## src/rtl/alu_ctrl_pkg.sv

```systemverilog
// Shared types and constants for the ALU command sequencer.
// Holds the FSM state encoding, default command bytes and byte width.
// No logic; imported by the sequencer.
package alu_ctrl_pkg;

    localparam int BYTE_W = 8;

    localparam logic [BYTE_W-1:0] CMD_ALU_OP_DEF  = 8'hCC;
    localparam logic [BYTE_W-1:0] CMD_ALU_NOP_DEF = 8'hDD;

    typedef enum logic [2:0] {
        ST_IDLE    = 3'd0,
        ST_GET_A   = 3'd1,
        ST_GET_B   = 3'd2,
        ST_GET_FUN = 3'd3,
        ST_EXEC    = 3'd4,
        ST_CAPTURE = 3'd5,
        ST_SEND_LO = 3'd6,
        ST_SEND_HI = 3'd7
    } state_t;

endpackage

```

## src/rtl/alu_cmd_sequencer.sv

```systemverilog
// Parses RX command frames, drives the register-output ALU and serialises its result to TX.
// Latency: FUN byte at edge N -> ALU_EN during N..N+1 -> first TX_VALID from edge N+2.
// Backpressure: SEND_LO/SEND_HI hold TX_DATA/TX_VALID until TX_READY; RX bytes then are dropped.
module alu_cmd_sequencer
    import alu_ctrl_pkg::*;
#(
    parameter int                    DATA_WIDTH  = BYTE_W,
    parameter int                    FUN_WIDTH   = 4,
    parameter logic [DATA_WIDTH-1:0] CMD_ALU_OP  = CMD_ALU_OP_DEF,
    parameter logic [DATA_WIDTH-1:0] CMD_ALU_NOP = CMD_ALU_NOP_DEF
) (
    input  logic                    CLK,
    input  logic                    RST,
    input  logic [DATA_WIDTH-1:0]   RX_DATA,
    input  logic                    RX_VALID,
    input  logic [2*DATA_WIDTH-1:0] ALU_OUT,
    output logic [DATA_WIDTH-1:0]   ALU_A,
    output logic [DATA_WIDTH-1:0]   ALU_B,
    output logic [FUN_WIDTH-1:0]    ALU_FUN,
    output logic                    ALU_EN,
    output logic                    ALU_CLK_EN,
    output logic [DATA_WIDTH-1:0]   TX_DATA,
    output logic                    TX_VALID,
    input  logic                    TX_READY,
    output logic                    BUSY,
    output logic                    DROP_ERR
);

    state_t                  state;
    logic [2*DATA_WIDTH-1:0] result;

    // Frame FSM; every output is registered and set on the transition into the state that owns it.
    always_ff @(posedge CLK or negedge RST) begin
        if (!RST) begin
            state      <= ST_IDLE;
            ALU_A      <= '0;
            ALU_B      <= '0;
            ALU_FUN    <= '0;
            ALU_EN     <= 1'b0;
            ALU_CLK_EN <= 1'b0;
            result     <= '0;
            TX_DATA    <= '0;
            TX_VALID   <= 1'b0;
            BUSY       <= 1'b0;
            DROP_ERR   <= 1'b0;
        end else begin
            DROP_ERR <= 1'b0;
            case (state)
                ST_IDLE: begin
                    // Unknown bytes between frames are line noise, not errors.
                    if (RX_VALID && RX_DATA == CMD_ALU_OP) begin
                        state <= ST_GET_A;
                        BUSY  <= 1'b1;
                    end else if (RX_VALID && RX_DATA == CMD_ALU_NOP) begin
                        state <= ST_GET_FUN;
                        BUSY  <= 1'b1;
                    end
                end
                ST_GET_A: begin
                    if (RX_VALID) begin
                        ALU_A <= RX_DATA;
                        state <= ST_GET_B;
                    end
                end
                ST_GET_B: begin
                    if (RX_VALID) begin
                        ALU_B <= RX_DATA;
                        state <= ST_GET_FUN;
                    end
                end
                ST_GET_FUN: begin
                    if (RX_VALID) begin
                        ALU_FUN    <= RX_DATA[FUN_WIDTH-1:0];
                        state      <= ST_EXEC;
                        ALU_EN     <= 1'b1;
                        ALU_CLK_EN <= 1'b1;
                    end
                end
                ST_EXEC: begin
                    // Keep the ALU clock running one more cycle so its output register loads.
                    state    <= ST_CAPTURE;
                    ALU_EN   <= 1'b0;
                    DROP_ERR <= RX_VALID;
                end
                ST_CAPTURE: begin
                    // The ALU's own valid flag is ignored: every frame returns a result.
                    result     <= ALU_OUT;
                    ALU_CLK_EN <= 1'b0;
                    TX_DATA    <= ALU_OUT[DATA_WIDTH-1:0];
                    TX_VALID   <= 1'b1;
                    state      <= ST_SEND_LO;
                    DROP_ERR   <= RX_VALID;
                end
                ST_SEND_LO: begin
                    DROP_ERR <= RX_VALID;
                    if (TX_READY) begin
                        TX_DATA <= result[2*DATA_WIDTH-1:DATA_WIDTH];
                        state   <= ST_SEND_HI;
                    end
                end
                ST_SEND_HI: begin
                    DROP_ERR <= RX_VALID;
                    if (TX_READY) begin
                        TX_VALID <= 1'b0;
                        BUSY     <= 1'b0;
                        state    <= ST_IDLE;
                    end
                end
                default: begin
                    state <= ST_IDLE;
                end
            endcase
        end
    end

endmodule

```

## config.mk

```make
export PLATFORM = sky130hd
export DESIGN_NAME = alu_cmd_sequencer
export DESIGN_NICKNAME = d
export VERILOG_FILES = /design/src/rtl/alu_ctrl_pkg.sv /design/src/rtl/alu_cmd_sequencer.sv
export SDC_FILE = /design/constraint.sdc
export NUM_CORES = 1
export LEC_CHECK = 0
export CELL_PAD_IN_SITES_DETAIL_PLACEMENT = 1
export CELL_PAD_IN_SITES_GLOBAL_PLACEMENT = 1
export CORE_AREA = 2 2 81 83
export DETAILED_ROUTE_END_ITERATION = 12
export DIE_AREA = 0 0 83 85
export PLACE_DENSITY = 0.79
export SLEW_MARGIN = 10
export SYNTH_ARGS = -nofsm -noshare
export SYNTH_HDL_FRONTEND = slang
export SYNTH_SLANG_ARGS = --single-unit
```

## constraint.sdc

```tcl
create_clock -name CLK -period 1.5 [get_ports CLK]
set_input_delay 0.3 -clock CLK [delete_from_list [all_inputs] [get_ports CLK]]
set_output_delay 0.3 -clock CLK [all_outputs]
set_load 0.005 [all_outputs]
```

# After elaboration in Yosys (flattened, before gate mapping)
# Cells that the tools add are included.
[classes]
n_eq_ne = 15
muxes = 19
reduce_logical = 18
[ops]
columns = ["cell", "n"]
rows = [
  ["$pmux 3 s8", 1],
  ["$mux 3", 7],
  ["$eq 8x8->1 const B", 2],
  ["$pmux 8 s2", 1],
  ["$reduce_and 2->1", 7],
  ["$eq 3x3->1 const B", 4],
  ["$ne 2x2->1 const B", 5],
  ["$reduce_bool 2->1", 5],
  ["$mux 8", 1],
  ["$pmux 1 s2", 4],
  ["$eq 3x2->1 const B", 2],
  ["$reduce_and 6->1", 1],
  ["$mux 1", 5],
  ["$reduce_or 4->1", 1],
  ["$eq 3x1->1 const B", 1],
  ["$logic_not 3->1", 1],
  ["$ne 3x3->1 const B", 1],
  ["$reduce_and 3->1", 1],
  ["$logic_and 1x1->1", 2],
]
[word_totals]
ff_bits = 52
in_bits = 28
output_inout_bits = 33
elab_cells = 63

# Longest topological paths before layout
[depth]
depth_word = 5
mapped_depth = 7
depth_no_buf = 4

# Worst setup path after synthesis
# Ideal clock, no wire load.
[synth_timing]
path_kind = "register to register"
startpoint = "register state[2]"
endpoint = "register ALU_B[1]"
setup_time_ns = 0.125
arrival_time_ns = 1.272
required_time_ns = 1.375
slack_ns = 0.103
stages_incl_launch_ff = 6
n_path_buf = 1
synth_period_minus_slack_ns = 1.397
path_cell_list = "dfrtp_1 -> buf_6 -> inv_2 -> nand2_2 -> nor3_4 -> mux2_2"
[synth_between]
elab_chain_cells = 2
[synth_rtl]
columns = ["element", "line_no", "text"]
rows = [
  ["start: declaration", "alu_cmd_sequencer.sv:29", "state_t state;"],
  ["start signal: assignment", "alu_cmd_sequencer.sv:35", "state <= ST_IDLE;"],
  ["start signal: assignment", "alu_cmd_sequencer.sv:52", "state <= ST_GET_A;"],
  ["start signal: assignment", "alu_cmd_sequencer.sv:55", "state <= ST_GET_FUN;"],
  ["$eq 3x2->1", "alu_cmd_sequencer.sv:48", "case (state)"],
  ["$reduce_and 2->1 (no line)", "--", ""],
  ["end signal: assignment", "alu_cmd_sequencer.sv:37", "ALU_B <= '0;"],
  ["end signal: assignment", "alu_cmd_sequencer.sv:67", "ALU_B <= RX_DATA;"],
  ["end: declaration", "alu_cmd_sequencer.sv:18", "output logic [DATA_WIDTH-1:0] ALU_B,"],
]
# Every way passes these cells.
# A chain may end at the register's enable or synchronous reset.

# Final worst setup path
[layout_timing]
startpoint = "input port RX_DATA[5]"
endpoint = "register state[0]"
[layout_between]
elab_chain_cells = 4
elab_cells_between_ends = 8
classes_between = "3 x eq/ne; 2 x mux; 3 x reduce/logical"
[layout_rtl]
columns = ["element", "line_no", "text"]
rows = [
  ["start: declaration", "alu_cmd_sequencer.sv:14", "input logic [DATA_WIDTH-1:0] RX_DATA,"],
  ["$eq 8x8->1 (on tied branches)", "alu_cmd_sequencer.sv:51, alu_cmd_sequencer.sv:54", ""],
  ["$logic_and 1x1->1 (on tied branches)", "alu_cmd_sequencer.sv:51, alu_cmd_sequencer.sv:54", ""],
  ["$mux 3 or $ne 3x3->1 (tied branches)", "--", ""],
  ["$pmux 3 s8 or $reduce_and 6->1 (tied branches)", "--", ""],
  ["end signal: assignment", "alu_cmd_sequencer.sv:52", ""],
  ["end signal: assignment", "alu_cmd_sequencer.sv:55", ""],
  ["end signal: assignment", "alu_cmd_sequencer.sv:62", "state <= ST_GET_B;"],
]
# Parallel ways exist; a longest one is shown, timed or not.

==> qor.yml <==
floorplan:
  fp.dieH_um: 85
  io_pins: 61
  design.die.area_um2: 7060
  rows: 29
  placeableCoreArea_um2: 6200
  die_width_um: 83
  start_util: 0.307
global_route:
  grt_usage: 0.152
  grt_overflow: 0
  grt_max_degree: 29
  grt_pass1_wl_um: 8630
  antenna_found_initial: 0
  grt_pass1_vias: 1691
min_path:
  hp-class: "input port to register"
  min_path_cells: 2
cells_and_area:
  drive_gt1_frac: 0.352
  nNetsFinal: 271
  design_area_um2: 3040
  insertedDiodeCount: 0
  post-route-util: 0.489
  syn2layout_area_growth_pct: 59.3
  final_cell_count_no_fill: 321
sta:
  finalSetupViolCount: 0
  finClkSkew_ns: 0.0103
  max_freq_mhz: 669
  min_period_over_period: 0.996
  fin_crit_ns: 1.49
  finalHoldViolCount: 0
  relSlewSlack: 0.706
  rsz0062_at_grt: "true"
  whs_ns: 0.325
  slew_violations: 0
  worst_pin_slew_ns: 0.440
setup_path:
  required_ns: 1.72
  start_kind: "input port"
  path_delay_family: "simple AND/OR/NAND/NOR gates"
  crit_buf_inv: 1
  cp.depth: 5
  path_class: "input port to register"
  slowest_stage: "clkdlybuf4s50_1"
  cp_cell_sequence: "clkdlybuf4s50_1 -> and4b_1 -> nand4_1 -> a32o_2 -> a21oi_1"
  r2r_cells: 5
  endpoint_kind: "register"
  worstPathMaxFanout: 4
  slowest_delay_ns: 0.43
  cp.arrival_ns: 1.72
place:
  gp_congestion: 0.909
  hpwl_um: 3750
  io_buffer_count: 60
  place_inst: 297
  dpl_cell_area_um2: 2740
power:
  p_seq_frac: 0.359
  p_per_area_nw_per_um2: 1910
  pwr-share-clk: 0.165
  switching_power_mw: 1.79
  leakagePower_nw: 1.54
  sw_frac_of_total: 0.309
  peakVddDrop_v: 0.000802
  internal_power_mw: 4.01
  finalPower_mw: 5.80
  power.share.combinational: 0.475
drt:
  drt_first_pass_iters: 4
  routed_wl_um: 5110
  wire_per_inst_um: 15.9
  ant_nets: 0
  avgViaCountPerCell: 4.69
  drt_iter0_drc: 29
  remaining_drc_errors: 0
  vias: 1504
logic_synthesis:
  ys_ff_latch: 44
  syn_inst: 144
  synthTopCellsByArea: "dfrtp_1 58%, mux2_2 16%, mux2i_1 4.2%"
  syn_area_um2: 1910
  yosysTopAreaCell: "dfrtp_1"
  synth_common_cells: "44 x dfrtp_1, 27 x mux2_2, 13 x nand2_1, 12 x o21ai_0, 8 x mux2i_1"
  yosysMostFrequentCell: "dfrtp_1"
  synth.top_cell.area_share: 0.577
  synth_cell_types: 33
  yosys_warnings: 0
  synth_edf_count: 0
  synth-main-ff-cell: "dfrtp_1"
  ys_seq_area_frac: 0.577
  synth_area_per_cell_um2: 13.2
  synth_async_sr_flop_share: 1.00
  syn_nets: 172
clocking:
  clock_sinks: 44
  htree_levels: 2
  path_clk_slew_ns: 0.09
  cts.path.max_buffers: 2
  cts_buffers: 5
  clock-root-buffer: "clkbuf_8"
  clk_latency_ns: 0.30
  cts_tree: "done"
status:
  outcome: "finished clean"
run:
  cap_violations: 0
## cells by family (layout without fill, tap and decap cells)
kind of cell | Yosys count | count (layout) | synth area share
flops | 44 | 44 | 0.577
mux | 36 | 36 | 0.207
simple gates | 30 | 30 | 0.0925
compound gates | 23 | 23 | 0.0801
buf+inv | 10 | 110 | 0.0381
xor+xnor | 1 | 1 | 0.00459
## repair_timing
action	CTS	global route
setup buffers	2	13
hold buffers	1	0
cloned	0	0
pin swaps	0	5
hold endpoints to repair	16	0
endpoints found under the setup margin	11	40
gates resized for setup	9	23
## path summary, 6_finish.rpt
check                                       startpoint                     end  slack (ns)
worst max register to register    state[1]$_DFFE_PN0P_    state[0]$_DFFE_PN0P_       0.006
worst min register to register  TX_DATA[3]$_DFFE_PN0P_  TX_DATA[3]$_DFFE_PN0P_        0.48
min in group asynchronous                          RST      DROP_ERR$_DFF_PN0_        0.49
worst min-delay path                        RX_DATA[7]    ALU_B[7]$_DFFE_PN0P_        0.33
max in group asynchronous                          RST    state[2]$_DFFE_PN0P_        0.50
worst max-delay path                        RX_DATA[5]    state[0]$_DFFE_PN0P_       0.006
## metrics by stage
stage	TNS [ns]	setup slack, ns
finish	0	0.00589
CTS	0	0.000127
detailed placement	-6.39	-0.384
floorplan	0	0.103
global placement	-5.61	-0.274
global route	-0.146	-0.0788
## flip-flops by register name (all words and copies together) (netlist names)
register / flops
ALU_A: 8
ALU_B: 8
ALU_CLK_EN: 1
ALU_EN: 1
ALU_FUN: 4
BUSY: 1
DROP_ERR: 1
TX_DATA: 8
TX_VALID: 1
result: 8
state: 3
## power groups by stage
stage	Sequential [mW]	Clock [mW]	Combinational (mW)
after global placement	2.11	0	2.50
after detailed placement	2.15	0	2.59
after CTS	2.12	1.00	2.60
after floorplan	2.08	0	1.24
after global routing	2.17	1.04	3.03
final	2.08	0.958	2.76
## per-layer routing
layer  track usage  vias up  part of all wire
li1              -      705                 -
met1         0.190      739              0.42
met4        0.0268        0            0.0055
met2         0.263       58              0.50
met3        0.0506        2             0.068
met5             0        -                 0
## cells in the final DEF, fill, tap and decap left out, types with 2 or more instances in the layout
cell type        netlist  routed
a21oi_1                2       2
buf_12                 0       3
buf_4                  1      34
clkbuf_8               0       6
clkdlybuf4s50_1        0      33
dfrtp_1               44      42
dfrtp_2                0       2
dlygate4sd2_1          0       8
dlymetal6s2s_1         0      18
inv_1                  2       2
inv_2                  2       2
mux2_2                27      27
mux2i_1                8       8
nand2_1               13      13
nand3b_1               2       2
nor2_1                 2       2
nor3_1                 3       3
nor3_4                 2       2
o21ai_0               12      11
o21ai_2                2       2
## layout make-up
type                    instances  area (um2)
clock inverters                 2        38.8
inverters                       4        15.0
flip-flops and latches         44        1100
fillers                       658        3170
multi-input cells              90         744
repair buffers                 98         956
clock buffers                   6        82.6
well taps                      77        96.3
No activity file was read; power rests on OpenSTA's default activity.
